$ cat config.mk
export PLATFORM = sky130hd
export DESIGN_NAME = module_ula_74181_nibble_seq_flat
export DESIGN_NICKNAME = d
export VERILOG_FILES = /design/src/rtl/module_ula_74181_nibble_seq_if.sv /design/src/rtl/module_ula_74181_nibble_seq.sv /design/src/flat_wrapper.sv
export SDC_FILE = /design/constraint.sdc
export NUM_CORES = 1
export LEC_CHECK = 0
export ABC_AREA = 1
export CAP_MARGIN = 20
export CORE_MARGIN = 5
export CORE_UTILIZATION = 48
export CTS_CLUSTER_DIAMETER = 40
export CTS_CLUSTER_SIZE = 24
export DETAILED_ROUTE_END_ITERATION = 12
export GPL_TIMING_DRIVEN = 0
export PLACE_DENSITY = 0.84
export SETUP_SLACK_MARGIN = 0.2
export SLEW_MARGIN = 20
export SYNTH_ARGS = -nofsm -noshare
export SYNTH_HDL_FRONTEND = slang
export SYNTH_SLANG_ARGS = --single-unit
$ cat constraint.sdc
create_clock -name clk -period 5.7 [get_ports clk]
set_input_delay 0.855 -clock clk [delete_from_list [all_inputs] [get_ports clk]]
set_output_delay 0.855 -clock clk [all_outputs]
set_load 0.005 [all_outputs]
$ cat src/rtl/module_ula_74181_nibble_seq_if.sv
// Request/response bus of the nibble-serial 74181 sequencer.
// Optional: when ULA_SEQ_ZERO_FLAG_EN is defined, the response side
// carries an extra rsp_zero flag.
`timescale 1ns/1ps
interface module_ula_74181_nibble_seq_if #(
    parameter int NIBBLES = 4
);
    localparam int W = 4 * NIBBLES;

    logic           req_valid;
    logic           req_ready;
    logic [W-1:0]   req_a;
    logic [W-1:0]   req_b;
    logic [3:0]     req_s;
    logic           req_m;
    logic           req_c_in;

    logic           rsp_valid;
    logic           rsp_ready;
    logic [W-1:0]   rsp_f;
    logic           rsp_c_out;
    logic           rsp_a_eq_b;
`ifdef ULA_SEQ_ZERO_FLAG_EN
    logic           rsp_zero;
`endif

    // Sequencer side: accepts requests, produces responses.
    modport slave (
        input  req_valid, req_a, req_b, req_s, req_m, req_c_in, rsp_ready,
        output req_ready, rsp_valid, rsp_f, rsp_c_out, rsp_a_eq_b
`ifdef ULA_SEQ_ZERO_FLAG_EN
        , output rsp_zero
`endif
    );

    // Requester side: issues operations, consumes results.
    modport master (
        output req_valid, req_a, req_b, req_s, req_m, req_c_in, rsp_ready,
        input  req_ready, rsp_valid, rsp_f, rsp_c_out, rsp_a_eq_b
`ifdef ULA_SEQ_ZERO_FLAG_EN
        , input rsp_zero
`endif
    );
endinterface

$ cat src/rtl/module_ula_74181_nibble_seq.sv
// Nibble-serial sequencer for a single external 4-bit 74181 slice.
// A wide operation is fed through the slice LSB nibble first, one nibble
// per clock, with the slice carry registered between nibbles so the
// result matches NIBBLES slices cascaded c_out -> c_in.
// Optional: define ULA_SEQ_ZERO_FLAG_EN to add the rsp_zero result flag.
`timescale 1ns/1ps
module module_ula_74181_nibble_seq #(
    parameter int NIBBLES = 4
) (
    input  logic                              clk,
    input  logic                              rst,
    module_ula_74181_nibble_seq_if.slave      bus,
    output logic [3:0]                        alu_a,
    output logic [3:0]                        alu_b,
    output logic [3:0]                        alu_s,
    output logic                              alu_m,
    output logic                              alu_c_in,
    input  logic [3:0]                        alu_f,
    input  logic                              alu_a_eq_b,
    input  logic                              alu_c_out
);
    localparam int W     = 4 * NIBBLES;
    localparam int IDX_W = (NIBBLES > 1) ? $clog2(NIBBLES) : 1;
    localparam logic [IDX_W-1:0] LAST_IDX = IDX_W'(NIBBLES - 1);

    typedef enum logic [1:0] {
        ST_IDLE = 2'd0,
        ST_RUN  = 2'd1,
        ST_DONE = 2'd2
    } state_t;

    state_t             state_q, state_d;
    logic [W-1:0]       a_q, a_d;
    logic [W-1:0]       b_q, b_d;
    logic [3:0]         s_q, s_d;
    logic               m_q, m_d;
    logic [IDX_W-1:0]   idx_q, idx_d;
    logic               carry_q, carry_d;
    logic               eq_q, eq_d;
    logic [W-1:0]       rsp_f_q, rsp_f_d;
    logic               rsp_c_out_q, rsp_c_out_d;
    logic               rsp_a_eq_b_q, rsp_a_eq_b_d;
    logic               rsp_valid_q, rsp_valid_d;
    logic               rsp_zero_q, rsp_zero_d;

    logic               last_nib_s;
    logic               req_ready_s;
    logic [IDX_W+1:0]   nib_base_s;

    assign last_nib_s = (idx_q == LAST_IDX);
    assign nib_base_s = {idx_q, 2'b00};

    // State register.
    always_ff @(posedge clk or posedge rst) begin
        if (rst) begin
            state_q <= ST_IDLE;
        end else begin
            state_q <= state_d;
        end
    end

    // Next-state decode: IDLE -> RUN on accept, RUN -> DONE after the last nibble, DONE -> IDLE on response handshake.
    always_comb begin
        state_d = state_q;
        case (state_q)
            ST_IDLE: begin
                if (bus.req_valid) begin
                    state_d = ST_RUN;
                end else begin
                    state_d = ST_IDLE;
                end
            end
            ST_RUN: begin
                if (last_nib_s) begin
                    state_d = ST_DONE;
                end else begin
                    state_d = ST_RUN;
                end
            end
            ST_DONE: begin
                if (bus.rsp_ready) begin
                    state_d = ST_IDLE;
                end else begin
                    state_d = ST_DONE;
                end
            end
            default: begin
                state_d = ST_IDLE;
            end
        endcase
    end

    // Slice drive and request-ready: the slice only sees operands while RUN, zeros otherwise.
    always_comb begin
        req_ready_s = 1'b0;
        alu_a       = 4'd0;
        alu_b       = 4'd0;
        alu_s       = 4'd0;
        alu_m       = 1'b0;
        alu_c_in    = 1'b0;
        case (state_q)
            ST_IDLE: begin
                req_ready_s = 1'b1;
            end
            ST_RUN: begin
                alu_a    = a_q[nib_base_s +: 4];
                alu_b    = b_q[nib_base_s +: 4];
                alu_s    = s_q;
                alu_m    = m_q;
                alu_c_in = carry_q;
            end
            ST_DONE: begin
                req_ready_s = 1'b0;
            end
            default: begin
                req_ready_s = 1'b0;
            end
        endcase
    end

    // Datapath next values: operand latch, per-nibble result/carry/equality accumulation, response flags.
    always_comb begin
        a_d          = a_q;
        b_d          = b_q;
        s_d          = s_q;
        m_d          = m_q;
        idx_d        = idx_q;
        carry_d      = carry_q;
        eq_d         = eq_q;
        rsp_f_d      = rsp_f_q;
        rsp_c_out_d  = rsp_c_out_q;
        rsp_a_eq_b_d = rsp_a_eq_b_q;
        rsp_valid_d  = rsp_valid_q;
        rsp_zero_d   = rsp_zero_q;
        case (state_q)
            ST_IDLE: begin
                if (bus.req_valid) begin
                    a_d     = bus.req_a;
                    b_d     = bus.req_b;
                    s_d     = bus.req_s;
                    m_d     = bus.req_m;
                    idx_d   = '0;
                    // Logic mode never propagates a carry into any nibble.
                    carry_d = bus.req_m ? 1'b0 : bus.req_c_in;
                    eq_d    = 1'b1;
                end else begin
                    idx_d = idx_q;
                end
            end
            ST_RUN: begin
                rsp_f_d[nib_base_s +: 4] = alu_f;
                carry_d = m_q ? 1'b0 : alu_c_out;
                eq_d    = eq_q & alu_a_eq_b;
                if (last_nib_s) begin
                    rsp_c_out_d  = m_q ? 1'b0 : alu_c_out;
                    rsp_a_eq_b_d = eq_q & alu_a_eq_b;
                    rsp_valid_d  = 1'b1;
                    rsp_zero_d   = ~|rsp_f_d;
                end else begin
                    idx_d = idx_q + IDX_W'(1);
                end
            end
            ST_DONE: begin
                if (bus.rsp_ready) begin
                    rsp_valid_d = 1'b0;
                end else begin
                    rsp_valid_d = 1'b1;
                end
            end
            default: begin
                rsp_valid_d = 1'b0;
            end
        endcase
    end

    // Datapath registers; reset discards any operation in flight.
    always_ff @(posedge clk or posedge rst) begin
        if (rst) begin
            a_q          <= '0;
            b_q          <= '0;
            s_q          <= 4'd0;
            m_q          <= 1'b0;
            idx_q        <= '0;
            carry_q      <= 1'b0;
            eq_q         <= 1'b0;
            rsp_f_q      <= '0;
            rsp_c_out_q  <= 1'b0;
            rsp_a_eq_b_q <= 1'b0;
            rsp_valid_q  <= 1'b0;
            rsp_zero_q   <= 1'b0;
        end else begin
            a_q          <= a_d;
            b_q          <= b_d;
            s_q          <= s_d;
            m_q          <= m_d;
            idx_q        <= idx_d;
            carry_q      <= carry_d;
            eq_q         <= eq_d;
            rsp_f_q      <= rsp_f_d;
            rsp_c_out_q  <= rsp_c_out_d;
            rsp_a_eq_b_q <= rsp_a_eq_b_d;
            rsp_valid_q  <= rsp_valid_d;
            rsp_zero_q   <= rsp_zero_d;
        end
    end

    assign bus.req_ready  = req_ready_s;
    assign bus.rsp_valid  = rsp_valid_q;
    assign bus.rsp_f      = rsp_f_q;
    assign bus.rsp_c_out  = rsp_c_out_q;
    assign bus.rsp_a_eq_b = rsp_a_eq_b_q;
`ifdef ULA_SEQ_ZERO_FLAG_EN
    assign bus.rsp_zero   = rsp_zero_q;
`else
    // Zero flag is tracked but not exported in this build.
    logic unused_zero_s;
    assign unused_zero_s = rsp_zero_q;
`endif

endmodule

$ cat src/flat_wrapper.sv
// flat-port wrapper written by rule: the top's interface ports become plain ports
module module_ula_74181_nibble_seq_flat 
#(
    parameter int NIBBLES = 4
)
  (clk, rst, alu_a, alu_b, alu_s, alu_m, alu_c_in, alu_f, alu_a_eq_b, alu_c_out, bus_req_valid, bus_req_a, bus_req_b, bus_req_s, bus_req_m, bus_req_c_in, bus_rsp_ready, bus_req_ready, bus_rsp_valid, bus_rsp_f, bus_rsp_c_out, bus_rsp_a_eq_b);
  module_ula_74181_nibble_seq_if #(.NIBBLES(NIBBLES)) bus_i ();
  input  logic clk;
  input  logic rst;
  output logic [3:0] alu_a;
  output logic [3:0] alu_b;
  output logic [3:0] alu_s;
  output logic alu_m;
  output logic alu_c_in;
  input  logic [3:0] alu_f;
  input  logic alu_a_eq_b;
  input  logic alu_c_out;
  input wire logic [$bits(bus_i.req_valid)-1:0] bus_req_valid;
  input wire logic [$bits(bus_i.req_a)-1:0] bus_req_a;
  input wire logic [$bits(bus_i.req_b)-1:0] bus_req_b;
  input wire logic [$bits(bus_i.req_s)-1:0] bus_req_s;
  input wire logic [$bits(bus_i.req_m)-1:0] bus_req_m;
  input wire logic [$bits(bus_i.req_c_in)-1:0] bus_req_c_in;
  input wire logic [$bits(bus_i.rsp_ready)-1:0] bus_rsp_ready;
  output wire logic [$bits(bus_i.req_ready)-1:0] bus_req_ready;
  output wire logic [$bits(bus_i.rsp_valid)-1:0] bus_rsp_valid;
  output wire logic [$bits(bus_i.rsp_f)-1:0] bus_rsp_f;
  output wire logic [$bits(bus_i.rsp_c_out)-1:0] bus_rsp_c_out;
  output wire logic [$bits(bus_i.rsp_a_eq_b)-1:0] bus_rsp_a_eq_b;
  assign bus_i.req_valid = bus_req_valid;
  assign bus_i.req_a = bus_req_a;
  assign bus_i.req_b = bus_req_b;
  assign bus_i.req_s = bus_req_s;
  assign bus_i.req_m = bus_req_m;
  assign bus_i.req_c_in = bus_req_c_in;
  assign bus_i.rsp_ready = bus_rsp_ready;
  assign bus_req_ready = bus_i.req_ready;
  assign bus_rsp_valid = bus_i.rsp_valid;
  assign bus_rsp_f = bus_i.rsp_f;
  assign bus_rsp_c_out = bus_i.rsp_c_out;
  assign bus_rsp_a_eq_b = bus_i.rsp_a_eq_b;
  module_ula_74181_nibble_seq #(.NIBBLES(NIBBLES)) u_core (.clk(clk), .rst(rst), .bus(bus_i), .alu_a(alu_a), .alu_b(alu_b), .alu_s(alu_s), .alu_m(alu_m), .alu_c_in(alu_c_in), .alu_f(alu_f), .alu_a_eq_b(alu_a_eq_b), .alu_c_out(alu_c_out));
endmodule
==> results of run 1 <==
[cell usage after synthesis]
cell type	n	share of area, %
o21a_1	1	0.25
inv_4	1	0.21
o21ai_2	3	0.87
clkbuf_2	1	0.17
inv_1	54	6.7
buf_2	9	1.5
o211ai_1	1	0.25
nand3b_1	1	0.25
buf_8	2	0.99
nor2_1	8	0.99
nand2_4	1	0.37
nand3_1	25	4.1
nand4_1	1	0.21
o21ai_0	48	8.0
inv_2	1	0.12
ha_1	10	4.1
buf_12	1	0.66
clkinv_1	1	0.12
dfrtp_1	62	51
buf_4	2	0.50
a21oi_1	10	1.7
nand2_1	133	17
[how the worst max path moves through the flow]
stage	startpoint	endpoint	cells after the start
4_1_cts	u_core.state_q[1]	alu_b[3]	7
6_report	u_core.state_q[1]	alu_a[3]	7
5_1_grt	u_core.idx_q[0]	alu_b[3]	7
2_1_floorplan	rst	u_core.a_q[0]	1
3_3_place_gp	rst	u_core.bus.rsp_valid	2
3_5_place_dp	u_core.state_q[1]	alu_b[3]	7
[stage by stage]
stage / worst slack [ps] / hold WS (ps) / instance area (µm²)
2_1_floorplan: 3300 / 449 / 3020
3_3_place_gp: 2250 / 462 / 3920
3_5_place_dp: 3020 / 468 / 3950
4_1_cts: 2650 / 485 / 4170
5_1_grt: 2530 / 502 / 4170
6_report: 2660 / 480 / 4170
[power by group through the flow]
stage	logic [W]	clock network (W)	registers [W]
floorplan	0.000582	0	0.000696
global placement	0.000958	0	0.000701
detailed placement	0.000993	0	0.000708
CTS	0.00101	0.000433	0.000702
global route	0.00113	0.000448	0.000720
finish	0.000999	0.000426	0.000701
[registers in the layout, summed over array words and instances (netlist names)]
name                   count
u_core.m_q                 1
u_core.state_q             2
u_core.bus.rsp_valid       1
u_core.bus.rsp_f          16
u_core.bus.rsp_a_eq_b      1
u_core.s_q                 4
u_core.b_q                16
u_core.idx_q               2
u_core.bus.rsp_c_out       1
u_core.a_q                16
u_core.eq_q                1
u_core.carry_q             1
[critical path, stage by stage (launching register included)]
cell	delay (ps)
dfrtp_1	400
inv_1	80
ha_1	130
buf_2	170
inv_1	120
buf_2	210
a21oi_1	200
clkdlybuf4s50_1	540
[cell type report]
cell class | count | area (µm²)
Clock buffer | 10 | 138
Timing Repair Buffer | 82 | 831
Fill cell | 479 | 1860
Multi-Input combinational cell | 242 | 1140
Tap cell | 75 | 93.8
Inverter | 57 | 219
Clock inverter | 6 | 85.1
Buffer | 15 | 115
Sequential cell | 62 | 1550
[cells by family after synthesis]
| logic type | synth area share [%] |
|---|---|
| AND/OR/NAND/NOR | 22.5 |
| buffers and inverters | 11.0 |
| AO/OA/AOI/OAI | 11.0 |
| flip-flops | 51.4 |
| adder cells (fa/ha/maj) | 4.14 |
[per-layer routing]
metal / track usage, % / wire length, µm
met5: 0 / 0
met4: 9.34 / 116
met2: 33.9 / 3720
met3: 3.96 / 557
met1: 25.5 / 3180
==> metrics.yaml, run 1 <==
clock_network:
  worstSkewPairLatency_ps: 340
  clock_path_buffers: 2
  cts_setup_buffers: 0
  clockRootBuffer: "clkbuf_8"
  cts-hold-fix-buffers: 0
  clk_pin_slew_ps: 60
  htree_levels: 3
  cts_made_buffers: 9
  cts_num_sinks: 62
  cts_tree: "built"
  cts.repair.resized: 0
setup_path:
  rr_endpoint: "u_core.bus.rsp_f[9]"
  worstPathArrival_ps: 2180
  rr_worst_depth: 5
  regToRegStartpoint: "u_core.idx_q[1]"
  crit_fanout: 10
  cp-end-kind: "output pin"
  ff2ff_setup_slack_ps: 3650
  worstSetupPathType: "flip-flop to output pin"
  crit_required_ps: 4850
  start_kind: "flip-flop"
detailed_routing:
  drc: 0
  via_per_inst: 4.88
  first_iter_violations: 157
  routed_wl_mm: 7.58
  firstDrtPassIters: 4
  vias: 2677
  wire_per_inst_um: 13.8
  drtAntennaViolNets: 0
sta:
  finalCritPeriodShare_pct: 53.3
  skew_ps: 5.58
  final-setup-viol-count: 0
  rsz0062_at_grt: "no"
  maxSlewHeadroom_pct: 75.3
  tightestPinTransition_ps: 368
  clock.fmax_mhz: 329
  hold_viol_final: 0
  setup-tns-final_ps: 0
  maxSlewViolCount: 0
  timing.final.crit_period_ps: 3040
yosys:
  syn_inst: 376
  yosysUniqueCellTypes: 22
  netlist_area_mm2: 0.00302
  syn_nets: 434
  ys_ff_latch: 62
  syn_area_per_cell_um2: 8.03
  ys_warn_count: 0
  seq_area_frac_synth_pct: 51.4
floorplan:
  die_area_mm2: 0.00798
  coreArea_mm2: 0.00603
  ioPinCount: 82
  rows: 28
  die_height_um: 89.3
  start_util_pct: 50.1
  die_w_um: 89.3
power:
  power_w: 0.00213
  seqPwrFrac_pct: 33.0
  p_sw_w: 0.000792
  ir_worst_vdd_mv: 0.279
  power_frac_comb_pct: 47.0
  clkPwrFrac_pct: 20.1
  p_per_area_mw_per_mm2: 510
  p_leak_nw: 2.06
  internal-power_w: 0.00133
  swShare_pct: 37.3
global_routing:
  antenna_found_initial: 0
  grt.total_usage_pct: 20.3
  grt_overflow: 0
  grt_pass1_wl_mm: 12.3
  grt_start_max_net_pins: 44
  grt_pass1_vias: 2657
status:
  status: "complete, no violations"
min_path:
  min_path_cells: 2
  hold_path_end: "u_core.bus.rsp_valid"
  min-delay-start: "u_core.bus.rsp_valid"
  worstHoldPathType: "flip-flop to flip-flop"
finish:
  utilization_pct: 69.2
  final_common_cell: "nand2_1"
  syn2layout_area_growth_pct: 38.1
  drive_gt1_share_pct: 8.23
  most-common-layout-cells: "nand2_1, clkdlybuf4s50_1, dfrtp_1, inv_1, o21ai_0"
  antennaDiodeCount: 0
  final_cells: 549
  fin_nets: 527
job:
  maxCapViolations: 0
placement:
  place_hpwl_mm: 5.48
  dp.cells: 533
  io_buffers: 81
  place_congestion: 0.813
No activity file was read; power rests on OpenSTA's default activity.
==> run 2: changes to the inputs <==
==> constraint.sdc (replaced) <==
create_clock -name clk -period 3 [get_ports clk]
set_input_delay 0.45 -clock clk [delete_from_list [all_inputs] [get_ports clk]]
set_output_delay 0.45 -clock clk [all_outputs]
set_load 0.005 [all_outputs]
==> results of run 2 <==
Same layout as run 1 (identical final DEF). Status: complete, no violations.
Main changes from that run: setup slack after placement 3020 ps -> 725 ps; clock-pin slew on the worst setup and hold paths 60 ps -> 70 ps; setup slack after layout 2660 ps -> 366 ps; hold slack 480 ps -> 408 ps; register-to-register setup slack 3650 ps -> 950 ps; total power 0.00213 W -> 0.00404 W; worst IR drop on VDD 0.279 mV -> 0.531 mV
==> run 3: changes to the inputs <==
--- a/config.mk
+++ b/config.mk
@@ -6,14 +6,14 @@
 export NUM_CORES = 1
 export LEC_CHECK = 0
 export ABC_AREA = 1
-export CAP_MARGIN = 20
+export CAP_MARGIN = 40
 export CORE_MARGIN = 5
-export CORE_UTILIZATION = 48
+export CORE_UTILIZATION = 36
 export CTS_CLUSTER_DIAMETER = 40
 export CTS_CLUSTER_SIZE = 24
 export DETAILED_ROUTE_END_ITERATION = 12
 export GPL_TIMING_DRIVEN = 0
-export PLACE_DENSITY = 0.84
+export PLACE_DENSITY = 0.69
 export SETUP_SLACK_MARGIN = 0.2
 export SLEW_MARGIN = 20
 export SYNTH_ARGS = -nofsm -noshare
==> constraint.sdc (replaced) <==
create_clock -name clk -period 2.2 [get_ports clk]
set_input_delay 0.33 -clock clk [delete_from_list [all_inputs] [get_ports clk]]
set_output_delay 0.33 -clock clk [all_outputs]
set_load 0.005 [all_outputs]
==> run 3 against run 2 <==
First-iteration DRC count decreased by 18%. Clock skew shrank 1.5 ps. Total power grew 44%. Critical path depth unchanged. Non-clock buffer count is 12 higher. Worst hold slack worse by 89 ps. Combinational power is 53% higher. Core utilization decreased by 16 points. Final area up 5.0%. Largest cell class unchanged.
==> metrics.yaml, run 3 (same netlist as run 1, synthesis figures left out) <==
global_routing:
  grt.total_usage_pct: 15.7  # -4.6 points
  grt_start_max_net_pins: 38  # -14%
  grt_overflow: 0  # unchanged
  antenna_found_initial: 0  # unchanged
  grt_pass1_wl_mm: 12.7  # +3.3%
  grt_pass1_vias: 2652  # -0.19%
min_path:
  worstHoldPathType: "input port to asynchronous set/reset pin"
setup_path:
  worstPathArrival_ps: 1650  # -530 ps
  crit_required_ps: 1870
  cp-end-kind: "output pin"
  startpoint: "u_core.state_q[1]"
  crit_fanout: 5  # -5
  start_kind: "flip-flop"
  rr_worst_depth: 5  # unchanged
  worstSetupEndpoint: "alu_b[0]"
  regToRegStartpoint: "u_core.idx_q[1]"
  rr_endpoint: "u_core.bus.rsp_f[5]"
  ff2ff_setup_slack_ps: 490
  worstSetupPathType: "flip-flop to output pin"
clock_network:
  worstSkewPairLatency_ps: 340  # about the same
  clockRootBuffer: "clkbuf_8"
  cts_tree: "built"
  clk_pin_slew_ps: 70
  cts_made_buffers: 9  # unchanged
  cts-hold-fix-buffers: 0  # unchanged
  clock_path_buffers: 2  # unchanged
  cts_num_sinks: 62  # unchanged
  htree_levels: 3  # unchanged
finish:
  final_common_cell: "nand2_1"
  most-common-layout-cells: "nand2_1, clkdlybuf4s50_1, dfrtp_1, inv_1, o21ai_0"
  syn2layout_area_growth_pct: 45.0
  antennaDiodeCount: 0  # unchanged
  postLayoutCellArea_mm2: 0.00438  # +5.0%
  final_cells: 591  # +7.7%
  utilization_pct: 53.6  # -16 points
  fin_nets: 539  # +2.3%
  drive_gt1_share_pct: 14.2  # +6.0 points
placement:
  io_buffers: 81  # unchanged
  dp.cells: 563  # +5.6%
  place_congestion: 0.816  # +0.33%
  place_area_mm2: 0.00398  # +0.95%
  place_hpwl_mm: 5.84  # +6.5%
detailed_routing:
  via_per_inst: 4.65  # -4.6%
  vias: 2748  # +2.7%
  wire_per_inst_um: 13.6  # -1.1%
  drtAntennaViolNets: 0  # unchanged
  first_iter_violations: 128  # -18%
  routed_wl_mm: 8.06  # +6.4%
  drc: 0  # unchanged
  firstDrtPassIters: 5  # +1
floorplan:
  die_area_mm2: 0.0103  # +29%
  ioPinCount: 82  # unchanged
  die_w_um: 102  # +14%
  coreArea_mm2: 0.00818  # +36%
  die_height_um: 102  # +14%
  start_util_pct: 36.9  # -13 points
  rows: 33  # +18%
sta:
  tightestPinTransition_ps: 344  # -23.6 ps
  setup-tns-final_ps: 0  # unchanged
  maxSlewHeadroom_pct: 77.0  # +1.7 points
  maxSlewViolCount: 0  # unchanged
  hold_viol_final: 0  # unchanged
  clock.fmax_mhz: 505
  skew_ps: 4.08  # -1.50 ps
  final-setup-viol-count: 0  # unchanged
  rsz0062_at_grt: "yes"
  finalCritPeriodShare_pct: 90.0
  timing.final.crit_period_ps: 1980
power:
  power_w: 0.00582
  ir_worst_vdd_mv: 0.581
  p_per_area_mw_per_mm2: 1330
  p_leak_nw: 2.18  # +5.5%
job:
  maxCapViolations: 0  # unchanged
status:
  status: "complete, no violations"
-- run 3: cell count changes in the layout (fill, tap and decap cells not counted), moves of 2 or more --
cell / delta
a21oi_4: +2
a21oi_2: +5
ha_1: -2
clkdlybuf4s50_1: -14
ha_4: +2
inv_1: -2
a21oi_1: -7
dlygate4sd2_1: +6
clkbuf_1: +2
buf_6: +3
buf_4: +13
-- run 3: metrics by stage --
stage          worst slack, ps  hold slack, ps
5_1_grt                    139             339
6_report                   220             319
4_1_cts                    113             319
2_1_floorplan              329             440
3_5_place_dp              29.9             468
3_3_place_gp              -727             467
-- run 3: worst max-delay path: stages (launching register included) --
cell        delay (ps)
dfrtp_1            400
inv_2              100
ha_4               130
buf_6              110
clkinvlp_4         140
clkbuf_16          190
a21oi_4            100
buf_2              130
-- run 3: cell type report --
cell class / instances / area [µm²]
Buffer: 15 / 158
Clock buffer: 12 / 145
Clock inverter: 4 / 70.1
Fill cell: 755 / 3800
Inverter: 57 / 230
Multi-Input combinational cell: 242 / 1200
Sequential cell: 62 / 1550
Tap cell: 105 / 131
Timing Repair Buffer: 94 / 891
-- run 3: how the worst min path moves through the flow --
stage | from | depth (start not counted) | slack [ps] | to
final | rst | 2 | 320 | u_core.bus.rsp_f[3]
after global routing | rst | 2 | 340 | u_core.bus.rsp_f[10]
after CTS | rst | 2 | 320 | u_core.bus.rsp_f[3]
after detailed placement | u_core.bus.rsp_f[2] | 2 | 470 | u_core.bus.rsp_f[2]
after global placement | u_core.bus.rsp_f[3] | 2 | 470 | u_core.bus.rsp_f[3]
after floorplan | bus_req_s[0] | 2 | 440 | u_core.s_q[0]
-- run 3: timing repair --
action | in CTS | in global routing
endpoints found under the setup margin | 21 | 9
setup buffers | 6 | 5
resized for setup | 43 | 25
gates cloned | 0 | 1
-- run 3: power by group --
part | internal (W) | switching [W] | leakage, nW
clock | 0.000666 | 0.000443 | 0.110
combinational | 0.00134 | 0.00156 | 1.28
sequential | 0.00162 | 0.000195 | 0.787
-- run 3: metal layers --
metal | share of wire (%) | global-route usage, % | vias up | routed length, µm
li1 | - | - | 1373 | -
met1 | 44 | 20.4 | 1286 | 3590
met2 | 48 | 25.2 | 77 | 3870
met3 | 5.6 | 3.37 | 12 | 451
met4 | 1.9 | 7.36 | 0 | 150
met5 | 0 | 0 | - | 0
